[config.mk]
export PLATFORM = sky130hd
export DESIGN_NAME = rtc_read_sequencer
export DESIGN_NICKNAME = d
export VERILOG_FILES = /design/src/rtl/rtc_pkg.sv /design/src/rtl/phase_timer.sv /design/src/rtl/rtc_read_sequencer.sv
export SDC_FILE = /design/constraint.sdc
export NUM_CORES = 1
export LEC_CHECK = 0
export BUFFER_PORTS_ARGS = -buffer_cell sky130_fd_sc_hd__buf_4
export CAP_MARGIN = 0
export CORE_MARGIN = 2
export CORE_UTILIZATION = 50
export CTS_BUF_LIST = sky130_fd_sc_hd__clkbuf_4
export DETAILED_ROUTE_END_ITERATION = 10
export HOLD_SLACK_MARGIN = 0.02
export PLACE_DENSITY = 0.87
export SETUP_SLACK_MARGIN = 0.05
export SYNTH_ARGS = -nofsm -noshare
export SYNTH_HDL_FRONTEND = slang
export SYNTH_SLANG_ARGS = --single-unit
[constraint.sdc]
create_clock -name clk -period 3.9 [get_ports clk]
set_input_delay 0.975 -clock clk [delete_from_list [all_inputs] [get_ports clk]]
set_output_delay 0.975 -clock clk [all_outputs]
set_load 0.02 [all_outputs]
[src/rtl/rtc_pkg.sv]
// ----------------------------------------------------------------------------
// rtc_pkg
// Shared definitions for the RTC read sequencer:
//   rtc_state_t : sequencer FSM states
//   RTC_ADDR    : RTC register addresses read per sweep, index 0..8
//   EN_BASE     : first en[] bit driven by the sequencer (en bit = index + 2)
//   EN_WIDTH    : width of the load-enable vector toward the register bank
//   PHASE_W     : width of the bus-phase timer (T_PHASE up to 15)
//   IDX_W       : width of the register index
// ----------------------------------------------------------------------------
package rtc_pkg;

   typedef enum logic [2:0] {
      IDLE,
      ADDR,
      READ,
      LATCH,
      GAP,
      DONE
   } rtc_state_t;

   localparam int N_ADDR   = 9;
   localparam int EN_BASE  = 2;
   localparam int EN_WIDTH = 13;
   localparam int PHASE_W  = 4;
   localparam int IDX_W    = 4;

   // Index 0 is the leftmost entry of the packed array.
   localparam logic [0:N_ADDR-1][7:0] RTC_ADDR = {
      8'h21, 8'h22, 8'h23, 8'h24, 8'h25, 8'h26,
      8'h41, 8'h42, 8'h43
   };

endpackage

[src/rtl/phase_timer.sv]
// ----------------------------------------------------------------------------
// phase_timer
// Loadable down-counter timing one bus phase. Loading N makes tc assert in the
// (N+1)-th cycle after the load edge; the counter then rests at zero.
// Ports:
//   clk      : system clock
//   reset    : synchronous, active-low reset
//   load     : reload the counter with load_val on this edge
//   load_val : reload value (phase length minus one)
//   tc       : terminal count, high while the counter is zero
// ----------------------------------------------------------------------------
module phase_timer
   import rtc_pkg::*;
(
   input  logic               clk,
   input  logic               reset,
   input  logic               load,
   input  logic [PHASE_W-1:0] load_val,
   output logic               tc
);

   logic [PHASE_W-1:0] cnt;

   always_ff @(posedge clk) begin
      if (!reset) begin
         cnt <= '0;
      end else if (load) begin
         cnt <= load_val;
      end else if (cnt != '0) begin
         cnt <= cnt - 1'b1;
      end
   end

   assign tc = (cnt == '0);

endmodule

[src/rtl/rtc_read_sequencer.sv]
// ----------------------------------------------------------------------------
// rtc_read_sequencer
// On a start pulse, reads the nine RTC time/timer registers over the RTC's
// multiplexed address/data bus and hands each byte to the register bank on
// `entrada` with a one-cycle one-hot load enable en[2]..en[10].
// Each register takes ADDR (T_PHASE) + READ (T_PHASE) + LATCH (1) + GAP
// (T_PHASE) cycles; a DONE cycle closes the sweep.
//
// Optional build macro RTC_READ_BCD_CHECK_EN: when defined, a sticky bcd_err
// flags any captured byte with a nibble above 9 (cleared by reset or an
// accepted start). When undefined, bcd_err is tied low.
//
// Parameters:
//   T_PHASE : clk cycles per bus phase, 2..15
//   N_REGS  : registers per sweep, equal to the address-table length (9)
// Ports:
//   clk, reset      : clock, synchronous active-low reset
//   start           : one-cycle sweep request, honoured only in IDLE
//   busy, done      : sweep in progress / one-cycle end-of-sweep pulse
//   rtc_cs_n/rd_n/wr_n, rtc_a_d, rtc_ad_out, rtc_ad_oe : RTC bus controls
//   rtc_ad_in       : RTC bus read-back
//   entrada         : last byte read (held between reads)
//   en              : one-hot load enables, bits 2..10 used here
//   bcd_err         : sticky BCD error flag
// ----------------------------------------------------------------------------
module rtc_read_sequencer
   import rtc_pkg::*;
#(
   parameter int T_PHASE = 4,
   parameter int N_REGS  = 9
) (
   input  logic                clk,
   input  logic                reset,
   input  logic                start,
   output logic                busy,
   output logic                done,
   output logic                rtc_cs_n,
   output logic                rtc_rd_n,
   output logic                rtc_wr_n,
   output logic                rtc_a_d,
   output logic [7:0]          rtc_ad_out,
   output logic                rtc_ad_oe,
   input  logic [7:0]          rtc_ad_in,
   output logic [7:0]          entrada,
   output logic [EN_WIDTH-1:0] en,
   output logic                bcd_err
);

   localparam logic [IDX_W-1:0]   LAST_IDX   = IDX_W'(N_REGS - 1);
   localparam logic [PHASE_W-1:0] PHASE_LOAD = PHASE_W'(T_PHASE - 1);
   localparam logic [EN_WIDTH-1:0] EN_ONE    = EN_WIDTH'(1);

   rtc_state_t       state;
   logic [IDX_W-1:0] idx;
   logic             tmr_load;
   logic             tmr_tc;

`ifdef RTC_READ_BCD_CHECK_EN
   function automatic logic bcd_bad(input logic [7:0] b);
      return (b[7:4] > 4'h9) || (b[3:0] > 4'h9);
   endfunction
`endif

   // The timer is reloaded on every edge that enters a T_PHASE-long phase.
   always_comb begin
      tmr_load = 1'b0;
      unique case (state)
         IDLE:    tmr_load = start;
         ADDR:    tmr_load = tmr_tc;
         LATCH:   tmr_load = 1'b1;
         GAP:     tmr_load = tmr_tc && (idx != LAST_IDX);
         default: tmr_load = 1'b0;
      endcase
   end

   phase_timer u_phase_timer (
      .clk      (clk),
      .reset    (reset),
      .load     (tmr_load),
      .load_val (PHASE_LOAD),
      .tc       (tmr_tc)
   );

   // Outputs are registered: every transition edge also sets the bus levels
   // of the state being entered.
   always_ff @(posedge clk) begin
      if (!reset) begin
         state      <= IDLE;
         idx        <= '0;
         busy       <= 1'b0;
         done       <= 1'b0;
         rtc_cs_n   <= 1'b1;
         rtc_rd_n   <= 1'b1;
         rtc_wr_n   <= 1'b1;
         rtc_a_d    <= 1'b0;
         rtc_ad_oe  <= 1'b0;
         rtc_ad_out <= 8'h00;
         entrada    <= 8'h00;
         en         <= '0;
`ifdef RTC_READ_BCD_CHECK_EN
         bcd_err    <= 1'b0;
`endif
      end else begin
         done <= 1'b0;
         en   <= '0;
         unique case (state)
            IDLE: begin
               if (start) begin
                  state      <= ADDR;
                  idx        <= '0;
                  busy       <= 1'b1;
                  rtc_cs_n   <= 1'b0;
                  rtc_wr_n   <= 1'b0;
                  rtc_a_d    <= 1'b0;
                  rtc_ad_oe  <= 1'b1;
                  rtc_ad_out <= RTC_ADDR[0];
`ifdef RTC_READ_BCD_CHECK_EN
                  bcd_err    <= 1'b0;
`endif
               end
            end
            ADDR: begin
               if (tmr_tc) begin
                  state     <= READ;
                  rtc_wr_n  <= 1'b1;
                  rtc_rd_n  <= 1'b0;
                  rtc_a_d   <= 1'b1;
                  rtc_ad_oe <= 1'b0;
               end
            end
            READ: begin
               if (tmr_tc) begin
                  state    <= LATCH;
                  rtc_cs_n <= 1'b1;
                  rtc_rd_n <= 1'b1;
                  rtc_a_d  <= 1'b0;
                  entrada  <= rtc_ad_in;
                  en       <= EN_ONE << (int'(idx) + EN_BASE);
`ifdef RTC_READ_BCD_CHECK_EN
                  if (bcd_bad(rtc_ad_in)) begin
                     bcd_err <= 1'b1;
                  end
`endif
               end
            end
            LATCH: begin
               state <= GAP;
            end
            GAP: begin
               if (tmr_tc) begin
                  if (idx == LAST_IDX) begin
                     state <= DONE;
                     done  <= 1'b1;
                  end else begin
                     state      <= ADDR;
                     idx        <= idx + 1'b1;
                     rtc_cs_n   <= 1'b0;
                     rtc_wr_n   <= 1'b0;
                     rtc_ad_oe  <= 1'b1;
                     rtc_ad_out <= RTC_ADDR[idx + 1'b1];
                  end
               end
            end
            DONE: begin
               state <= IDLE;
               busy  <= 1'b0;
            end
            default: begin
               state <= IDLE;
               busy  <= 1'b0;
            end
         endcase
      end
   end

`ifndef RTC_READ_BCD_CHECK_EN
   assign bcd_err = 1'b0;
`endif

endmodule

==> impl_metrics.env, run 1 <==
export IMPL_endpoint_kind="register"
export IMPL_initial_core_util_pct=51.3
export IMPL_worstRegToRegCells=6
export IMPL_postCtsSetupRepairBufs=0
export IMPL_synth_seq_cells=44
export IMPL_hp_class="reg -> reg"
export IMPL_vias=1475
export IMPL_postCtsHoldBufs=0
export IMPL_grt_setup_unrepaired="no"
export IMPL_cp_cell_sequence="inv_1 -> ha_1 -> or3b_1 -> or4b_4 -> nor4_2 -> and2_1"
export IMPL_io_pins=48
export IMPL_routed_wl_microns=3400
export IMPL_period_minus_slack_ns=2.26
export IMPL_firstDrtPassIters=4
export IMPL_cts_buffers=5
export IMPL_reg2reg_slack_ns=1.64
export IMPL_maxSlewViolCount=0
export IMPL_io_buffer_count=43
export IMPL_cts_sinks=44
export IMPL_worst_pin_slew_ns=0.796
export IMPL_cts_tree="built"
export IMPL_die_w_microns=65.1
export IMPL_final_nets=256
export IMPL_synth_common_cells="dfxtp_1, nor2_1, and2_1"
export IMPL_place_gp_congestion=0.770
export IMPL_avgSynthCellArea_sq_um=9.42
export IMPL_die_h_microns=65.1
export IMPL_cts_buffer_depth=2
export IMPL_grt_max_degree=22
export IMPL_total_leakage_power_nw=0.949
export IMPL_htreeDepth=2
export IMPL_synth_edff_count=0
export IMPL_critPathMaxStageDelay_ns=0.61
export IMPL_setup_tns_final_ns=0
export IMPL_synth_area_leader_cell="dfxtp_1"
export IMPL_worstSetupStartpointType="register"
export IMPL_final_period_utilization_pct=58.0
export IMPL_core_sq_um=3630
export IMPL_track_usage_pct=17.5
export IMPL_dp_hpwl_microns=2570
export IMPL_grt_pass1_vias=1298
export IMPL_grt_overflow=0
export IMPL_cts_reportedPaths_clkPinSlew_ns=0.12
export IMPL_synthCells=198
export IMPL_critPathCapture="en[9]"
export IMPL_worstSkewPairLatency_ns=0.34
export IMPL_netlist_area_sq_um=1860
export IMPL_cts_root_buf="clkbuf_4"
export IMPL_drc_errors=0
export IMPL_synth_top_area_share_pct=47.2
export IMPL_critPathKind="reg -> reg"
export IMPL_core_rowCount=22
export IMPL_status="complete, no violations"
export IMPL_worst_hold_startpoint="rtc_ad_oe"
export IMPL_hold_violations=0
export IMPL_wire_per_inst_microns=11.8
export IMPL_arrival_ns=2.56
export IMPL_slowest_stage="or4b_4"
export IMPL_r2r_start="u_phase_timer.cnt[0]"
export IMPL_skew_ns=0.00849
export IMPL_cts_repair_resize_count=0
export IMPL_synth_cell_types=44
export IMPL_antenna_found_initial=0
export IMPL_clock_fmax_mhz=442
export IMPL_synth_area_leaders="dfxtp_1, mux2i_1, nor2_1"
export IMPL_cp_max_fo=7
export IMPL_post_drt_via_cell_ratio=5.12
export IMPL_slew_headroom_pct=46.7
export IMPL_final_setup_viol_count=0
export IMPL_drtIter0Drc=81
export IMPL_r2r_end="en[9]"
export IMPL_synth_seq_area_share_pct=47.2
export IMPL_async_flop_share_pct=0
export IMPL_area_growth_pct=21.5
export IMPL_grt_first_pass_wirelength_microns=5590
export IMPL_fin_util_pct=62.4
export IMPL_synth_most_common_cell="dfxtp_1"
export IMPL_drive_gt1_share_pct=23.8
export IMPL_die_area_sq_um=4230
export IMPL_yosys_warnings=0
export IMPL_crit_required_ns=4.20
export IMPL_ys_dominant_reg_cell="dfxtp_1"
export IMPL_power_density_nw_per_um2=428
export IMPL_cp_startpoint="u_phase_timer.cnt[0]"
export IMPL_vdd_ir_drop_worst_uv=294
export IMPL_maxCapViolations=0
export IMPL_antenna_cells=0
export IMPL_ant_nets=0
## per-layer routing
layer / up-vias / share of wire [%] / track usage, %
met5: - / 0 / 0
met4: 0 / 1.5 / 6.77
met3: 6 / 4.5 / 6.25
met2: 27 / 51 / 30.2
met1: 683 / 43 / 19.8
li1: 759 / - / -
## registers in the layout, indices dropped and copies added (netlist names)
name,cells
state,3
rtc_a_d,1
rtc_wr_n,1
rtc_rd_n,1
rtc_cs_n,1
u_phase_timer.cnt,4
entrada,8
busy,1
en,13
idx,4
done,1
rtc_ad_oe,1
rtc_ad_out,5
## cell families after synthesis
family          share of synthesized area, %
compound gates                          13.0
xor+xnor                                2.35
fa+ha+maj                               4.03
buf+inv                                 5.77
flops                                   47.2
mux                                     5.91
other cells                            0.201
simple gates                            21.5
## how the worst min path moves through the flow
stage / end / slack, ns / cells after the start
after floorplan: u_phase_timer.cnt[3] / 0.50 / 2
after global placement: rtc_ad_oe / 0.44 / 2
after detailed placement: rtc_ad_oe / 0.44 / 2
after CTS: rtc_ad_oe / 0.46 / 2
after global routing: rtc_ad_oe / 0.49 / 2
final: rtc_ad_oe / 0.45 / 2
## critical path: cells and delay by family, from the launching register on
| kind | cells | cell delay, ns |
|---|---|---|
| AND/OR/NAND/NOR | 4 | 1.60 |
| flip-flops | 1 | 0.35 |
| buffers and inverters | 1 | 0.07 |
| adder cells (fa/ha/maj) | 1 | 0.20 |
## stage by stage
stage	std cells	power [mW]	cell area [sq um]	setup slack, ns	hold slack, ns
finish	288	0.971	2270	1.64	0.453
floorplan	201	0.702	1880	1.85	0.500
global route	288	1.04	2270	1.43	0.494
detailed placement	280	0.768	2210	1.65	0.442
CTS	288	0.979	2270	1.63	0.458
global placement	280	0.763	2210	1.68	0.438
## layout by cell type, fill, tap and decap left out, types with 3 or more instances in the layout
| master | synthesis | routed |
|---|---|---|
| o21ai_0 | 6 | 6 |
| mux2i_1 | 11 | 11 |
| nor3b_1 | 3 | 3 |
| a32o_1 | 3 | 3 |
| a21oi_1 | 8 | 8 |
| inv_1 | 10 | 10 |
| dfxtp_1 | 44 | 44 |
| buf_4 | 4 | 45 |
| ha_1 | 6 | 6 |
| nand3_1 | 4 | 4 |
| xnor2_1 | 4 | 4 |
| and2_1 | 12 | 12 |
| conb_1 | 1 | 4 |
| nor3_1 | 6 | 6 |
| clkbuf_4 | 0 | 7 |
| nand2_1 | 8 | 8 |
| nor2_1 | 24 | 24 |
## where the power goes
part | total (mW) | internal, mW | switching (mW)
clock | 0.212 | 0.0834 | 0.129
sequential | 0.519 | 0.483 | 0.0367
combinational | 0.239 | 0.109 | 0.130
total | 0.971 | 0.675 | 0.296
## cell type report
cell class                 count  area (sq um)
sequential                    44           881
timing repair buffer          45           338
tap                           48          60.1
fill                         329          1370
multi-input combinational    133           893
clock inverter                 1          3.75
inverter                      10          37.5
clock buffer                   7          52.6
(Power assumes the default switching activity.)
==> run 2: changes to the inputs <==
--- a/config.mk
+++ b/config.mk
@@ -5,14 +5,15 @@
 export SDC_FILE = /design/constraint.sdc
 export NUM_CORES = 1
 export LEC_CHECK = 0
+export ABC_AREA = 1
 export BUFFER_PORTS_ARGS = -buffer_cell sky130_fd_sc_hd__buf_4
 export CAP_MARGIN = 0
 export CORE_MARGIN = 2
-export CORE_UTILIZATION = 50
+export CORE_UTILIZATION = 49
 export CTS_BUF_LIST = sky130_fd_sc_hd__clkbuf_4
 export DETAILED_ROUTE_END_ITERATION = 10
 export HOLD_SLACK_MARGIN = 0.02
-export PLACE_DENSITY = 0.87
+export PLACE_DENSITY = 0.88
 export SETUP_SLACK_MARGIN = 0.05
 export SYNTH_ARGS = -nofsm -noshare
 export SYNTH_HDL_FRONTEND = slang
==> constraint.sdc (replaced) <==
create_clock -name clk -period 2.05 [get_ports clk]
set_input_delay 0.5125 -clock clk [delete_from_list [all_inputs] [get_ports clk]]
set_output_delay 0.5125 -clock clk [all_outputs]
set_load 0.02 [all_outputs]
==> impl_metrics.env, run 2 <==
export IMPL_hp_class="in -> reg"
export IMPL_netlist_area_sq_um=1990
export IMPL_seqPwrFrac_pct=39.1
export IMPL_ys_dominant_reg_cell="dfxtp_1"
export IMPL_vdd_ir_drop_worst_uv=445
export IMPL_dp_hpwl_microns=2860
export IMPL_synth_area_leaders="dfxtp_1, nand2_1, inv_1"
export IMPL_maxSlewViolCount=0
export IMPL_fillerInstances=337
export IMPL_area_growth_pct=22.7
export IMPL_cts_sinks=44
export IMPL_worstSkewPairLatency_ns=0.35
export IMPL_largest_reg_flops=13
export IMPL_p_int_mw=1.73
export IMPL_status="complete, no violations"
export IMPL_die_h_microns=67.7
export IMPL_final_nets=293
export IMPL_drtIter0Drc=75
export IMPL_core_rowCount=23
export IMPL_largestRegisters="en: 13 flops, entrada: 8 flops, rtc_ad_out: 5 flops"
export IMPL_avgSynthCellArea_sq_um=8.64
export IMPL_period_minus_slack_ns=1.58
export IMPL_arrival_ns=1.87
export IMPL_place_gp_congestion=0.891
export IMPL_grt_setup_unrepaired="no"
export IMPL_postCtsSetupRepairBufs=0
export IMPL_power_density_nw_per_um2=1140
export IMPL_grt_pass1_vias=1332
export IMPL_synth_common_cells="dfxtp_1, nand2_1, inv_1"
export IMPL_core_sq_um=3940
export IMPL_synth_cell_types=31
export IMPL_synth_area_leader_cell="dfxtp_1"
export IMPL_cts_reportedPaths_clkPinSlew_ns=0.12
export IMPL_drive_gt1_share_pct=31.5
export IMPL_post_drt_via_cell_ratio=4.97
export IMPL_crit_required_ns=2.34
export IMPL_wire_per_inst_microns=12.0
export IMPL_synth_seq_area_share_pct=44.3
export IMPL_p_sw_mw=1.04
export IMPL_routed_wl_microns=3900
export IMPL_slowest_stage="dfxtp_1"
export IMPL_final_setup_viol_count=0
export IMPL_antenna_cells=0
export IMPL_total_leakage_power_nw=1.16
export IMPL_die_area_sq_um=4580
export IMPL_setup_tns_final_ns=0
export IMPL_cts_repair_resize_count=0
export IMPL_maxCapViolations=0
export IMPL_initial_core_util_pct=50.4
export IMPL_clkPwrFrac_pct=23.0
export IMPL_vias=1619
export IMPL_synth_top_area_share_pct=44.3
export IMPL_worstSetupStartpointType="register"
export IMPL_final_common_cell="dfxtp_1"
export IMPL_cp_max_fo=8
export IMPL_clock_fmax_mhz=633
export IMPL_skew_ns=0.00667
export IMPL_async_flop_share_pct=0
export IMPL_drc_errors=0
export IMPL_synthCells=230
export IMPL_synth_edff_count=0
export IMPL_layout_common_cells="dfxtp_1, buf_4, nand2_1"
export IMPL_endpoint_kind="register"
export IMPL_synth_seq_cells=44
export IMPL_pre_cts_slack_ns=0.532
export IMPL_switching_share_pct=37.4
export IMPL_cp_cell_sequence="ha_1 -> inv_1 -> nand2_1 -> nand3_1 -> a21oi_1 -> nand2_2 -> a21oi_1"
export IMPL_firstDrtPassIters=4
export IMPL_antenna_found_initial=0
export IMPL_track_usage_pct=17.5
export IMPL_cts_buffers=5
export IMPL_critPathKind="reg -> reg"
export IMPL_cts_root_buf="clkbuf_4"
export IMPL_htreeDepth=2
export IMPL_regMostFlops="en"
export IMPL_yosys_warnings=0
export IMPL_final_period_utilization_pct=77.0
export IMPL_die_w_microns=67.7
export IMPL_ant_nets=0
export IMPL_critPathMaxStageDelay_ns=0.49
export IMPL_grt_first_pass_wirelength_microns=5980
export IMPL_cts_buffer_depth=2
export IMPL_combPwrFrac_pct=37.9
export IMPL_reg2reg_slack_ns=0.47
export IMPL_io_buffer_count=43
export IMPL_io_pins=48
export IMPL_grt_max_degree=17
export IMPL_hold_violations=0
export IMPL_grt_overflow=0
export IMPL_cts_tree="built"
export IMPL_synth_most_common_cell="dfxtp_1"
export IMPL_setup_ws_ns=0.471
export IMPL_postCtsHoldBufs=0
export IMPL_critPathMostFrequentCell="a21oi_1"
## run 2: cell count changes after synthesis, sizes merged, moves of 11 or more
cell   previous run  this run
and2             12         0
o21ai             6        17
nand3             4        18
nand2             8        45
inv              10        27
mux2i            11         0
## run 2: worst paths after layout
kind,startpoint,to,cells after the start
max reg2reg,idx[0],rtc_ad_out[6],7
min,rtc_ad_in[1],entrada[1],2
max,idx[0],rtc_ad_out[6],7
min reg2reg,rtc_rd_n,rtc_rd_n,2
## run 2: through the flow
stage	power, mW	instances	util (%)	cell area (sq um)	hold slack (ns)
floorplan	1.87	233	-	2000	0.509
global placement	2.11	319	59.3	2340	0.441
detailed placement	2.14	319	59.3	2340	0.445
CTS	2.78	326	61.8	2440	0.359
global route	2.92	326	61.8	2440	0.354
finish	2.77	326	61.8	2440	0.369
## run 2: worst max-delay path: cells and delay by family (launching register included)
family                     cells  cell delay [ns]
DFF                            1             0.49
AOI/OAI and AO/OA              2             0.36
and+or+nand+nor                3             0.32
adders and majority gates      1             0.24
buffers and inverters          1             0.11
## run 2: power by group through the flow
stage               Combinational, mW  Clock, mW  Sequential [mW]
floorplan                       0.691          0             1.18
global placement                 1.01          0             1.10
detailed placement               1.04          0             1.10
CTS                              1.05      0.650             1.08
global route                     1.14      0.679             1.10
finish                           1.05      0.636             1.08
## run 2: cell type report
cell class / instances / area, sq um / share of cell area, %
clock buffers: 5 / 37.5 / 1.54
clock inverters: 2 / 60.1 / 2.46
inverters: 28 / 106 / 4.36
multi-input cells: 154 / 967 / 39.7
flip-flops and latches: 44 / 881 / 36.1
well taps: 50 / 62.6 / 2.57
repair buffers: 43 / 323 / 13.2
## run 2: kinds of logic (layout without fill, tap and decap cells)
group | after synthesis | count (layout) | synth area share [%]
AND/OR/NAND/NOR | 103 | 103 | 31.2
buffers and inverters | 35 | 78 | 7.56
other | 1 | 4 | 0.189
XOR/XNOR | 3 | 3 | 1.32
AO/OA/AOI/OAI | 38 | 38 | 11.6
adder cells (fa/ha/maj) | 6 | 6 | 3.78
flip-flops | 44 | 44 | 44.3
## run 2: metal layers
layer / track usage [%] / wire (microns) / part of all wire, %
met4: 10.2 / 97 / 2.5
met2: 27.6 / 1830 / 47
met3: 4.33 / 233 / 6.0
met5: 0 / 0 / 0
met1: 21.4 / 1740 / 45
==> run 3: changes to the inputs <==
==> constraint.sdc (replaced) <==
create_clock -name clk -period 1.4 [get_ports clk]
set_input_delay 0.35 -clock clk [delete_from_list [all_inputs] [get_ports clk]]
set_output_delay 0.35 -clock clk [all_outputs]
set_load 0.02 [all_outputs]
==> impl_metrics.env, run 3 (synthesized netlist as in run 2, its figures left out) <==
export IMPL_regMostFlops="en"
export IMPL_initial_core_util_pct=50.4
export IMPL_place_gp_congestion=0.877
export IMPL_combPwrFrac_pct=47.5
export IMPL_critPathMostFrequentCell="buf_4"
export IMPL_layout_common_cells="buf_4, dfxtp_1, nand2_1"
export IMPL_track_usage_pct=21.6
export IMPL_final_setup_viol_count=16
export IMPL_grt_first_pass_wirelength_microns=7430
export IMPL_setup_tns_final_ns=-0.492
export IMPL_holdWs_ns=0.213
export IMPL_hp_class="in -> reg"
export IMPL_htreeDepth=2
export IMPL_arrival_ns=1.76
export IMPL_vias=1806
export IMPL_status="finished, violations left"
export IMPL_antenna_cells=0
export IMPL_switching_share_pct=40.7
export IMPL_pre_cts_slack_ns=-0.104
export IMPL_cp_max_fo=3
export IMPL_die_h_microns=67.7
export IMPL_cts_buffer_depth=2
export IMPL_dpl_cell_count=338
export IMPL_fillerInstances=268
export IMPL_power_density_nw_per_um2=1510
export IMPL_violations="negative setup slack"
export IMPL_p_int_mw=2.48
export IMPL_critPathMaxStageDelay_ns=0.36
export IMPL_worstSetupStartpointType="register"
export IMPL_core_rowCount=23
export IMPL_cts_tree="built"
export IMPL_cts_reportedPaths_clkPinSlew_ns=0.12
export IMPL_skew_ns=0.00921
export IMPL_ant_nets=0
export IMPL_grt_overflow=0
export IMPL_antenna_found_initial=0
export IMPL_wire_per_inst_microns=14.2
export IMPL_cp_num_buf_inv=3
export IMPL_grt_max_degree=13
export IMPL_path_delay_family="simple AND/OR/NAND/NOR gates"
export IMPL_drc_errors=0
export IMPL_drtIter0Drc=98
export IMPL_drive_gt1_share_pct=49.5
export IMPL_cts_root_buf="clkbuf_4"
export IMPL_total_leakage_power_nw=1.29
export IMPL_cts_buffers=5
export IMPL_crit_required_ns=1.69
export IMPL_clkPwrFrac_pct=14.1
export IMPL_largestRegisters="en: 13 flops, entrada: 8 flops, rtc_ad_out: 5 flops"
export IMPL_clock_fmax_mhz=682
export IMPL_period_minus_slack_ns=1.47
export IMPL_hold_violations=0
export IMPL_area_growth_pct=39.7
export IMPL_cp_cell_sequence="inv_2 -> ha_4 -> nand2_4 -> nor2_4 -> buf_4 -> buf_4 -> nor2_2 -> nand4_1 -> a21oi_1"
export IMPL_multi_input_area_sq_um=1090
export IMPL_critPathKind="reg -> reg"
export IMPL_grt_setup_unrepaired="yes"
export IMPL_firstDrtPassIters=4
export IMPL_fin_cells=353
export IMPL_worstSkewPairLatency_ns=0.36
export IMPL_dp_hpwl_microns=3280
export IMPL_io_buffer_count=43
export IMPL_final_nets=320
export IMPL_routed_wl_microns=5000
export IMPL_largest_reg_flops=13
export IMPL_core_sq_um=3940
export IMPL_final_common_cell="buf_4"
export IMPL_p_sw_mw=1.70
export IMPL_io_pins=48
export IMPL_die_area_sq_um=4580
export IMPL_final_period_utilization_pct=105
export IMPL_maxSlewViolCount=0
export IMPL_maxCapViolations=0
export IMPL_vdd_ir_drop_worst_uv=750
export IMPL_die_w_microns=67.7
export IMPL_endpoint_kind="register"
export IMPL_slowest_stage="dfxtp_2"
export IMPL_grt_pass1_vias=1675
export IMPL_setup_ws_ns=-0.0655
export IMPL_regArea_sq_um=895
export IMPL_cts_sinks=44
export IMPL_seqPwrFrac_pct=38.4
export IMPL_post_drt_via_cell_ratio=5.12
==> run 3: what timing repair did <==
item	CTS	global route
resized for setup	20	26
hold buffers	0	0
endpoints found under the hold margin	0	0
pin swaps	10	16
endpoints found under the setup margin	39	41
buffers inserted	5	3
cloned	0	0
==> run 3: power by group through the flow <==
stage | combinational, mW | clock [mW] | sequential [mW]
CTS | 1.76 | 0.600 | 1.59
global route | 2.16 | 0.647 | 1.63
detailed placement | 1.63 | 0 | 1.61
floorplan | 1.01 | 0 | 1.73
global placement | 1.59 | 0 | 1.60
finish | 1.99 | 0.591 | 1.61
==> run 3: worst reg2reg max path, delay by kind of cell (launching register included) <==
kind | cells | cell delay [ns]
compound gates | 1 | 0.16
buf+inv | 3 | 0.33
simple gates | 4 | 0.39
fa+ha+maj | 1 | 0.17
flops | 1 | 0.36
==> run 3: final timing paths <==
path / start / endpoint / slack [ns] / depth (start not counted)
worst max-delay path: u_phase_timer.cnt[0] / u_phase_timer.cnt[2] / -0.07 / 9
worst min-delay path: rtc_ad_in[3] / entrada[3] / 0.21 / 2
worst max register to register: u_phase_timer.cnt[0] / u_phase_timer.cnt[2] / -0.07 / 9
worst min register to register: rtc_rd_n / rtc_rd_n / 0.46 / 2
==> run 3: area by class of cell <==
type,instances,share of cell area [%]
clock buffer,6,1.62
clock inverter,1,0.180
inverter,28,4.15
multi-input combinational,154,39.4
sequential,44,32.2
tap,50,2.25
timing repair buffer,70,20.1
==> run 3: metrics by stage <==
step                      utilization (%)  instance area, sq um  power (mW)
after global routing                 70.4                  2780        4.44
after floorplan                         -                  2020        2.74
final                                70.4                  2780        4.19
after CTS                            67.5                  2660        3.96
after detailed placement             63.5                  2500        3.24
after global placement               63.5                  2500        3.19
==> run 3: metal layers <==
metal  share of wire, %  vias up  track usage (%)
li1                   -      890                -
met1                 39      838             25.1
met2                 52       67             39.1
met3                5.8       11             3.83
met4                2.5        0             7.65
met5                  0        -                0
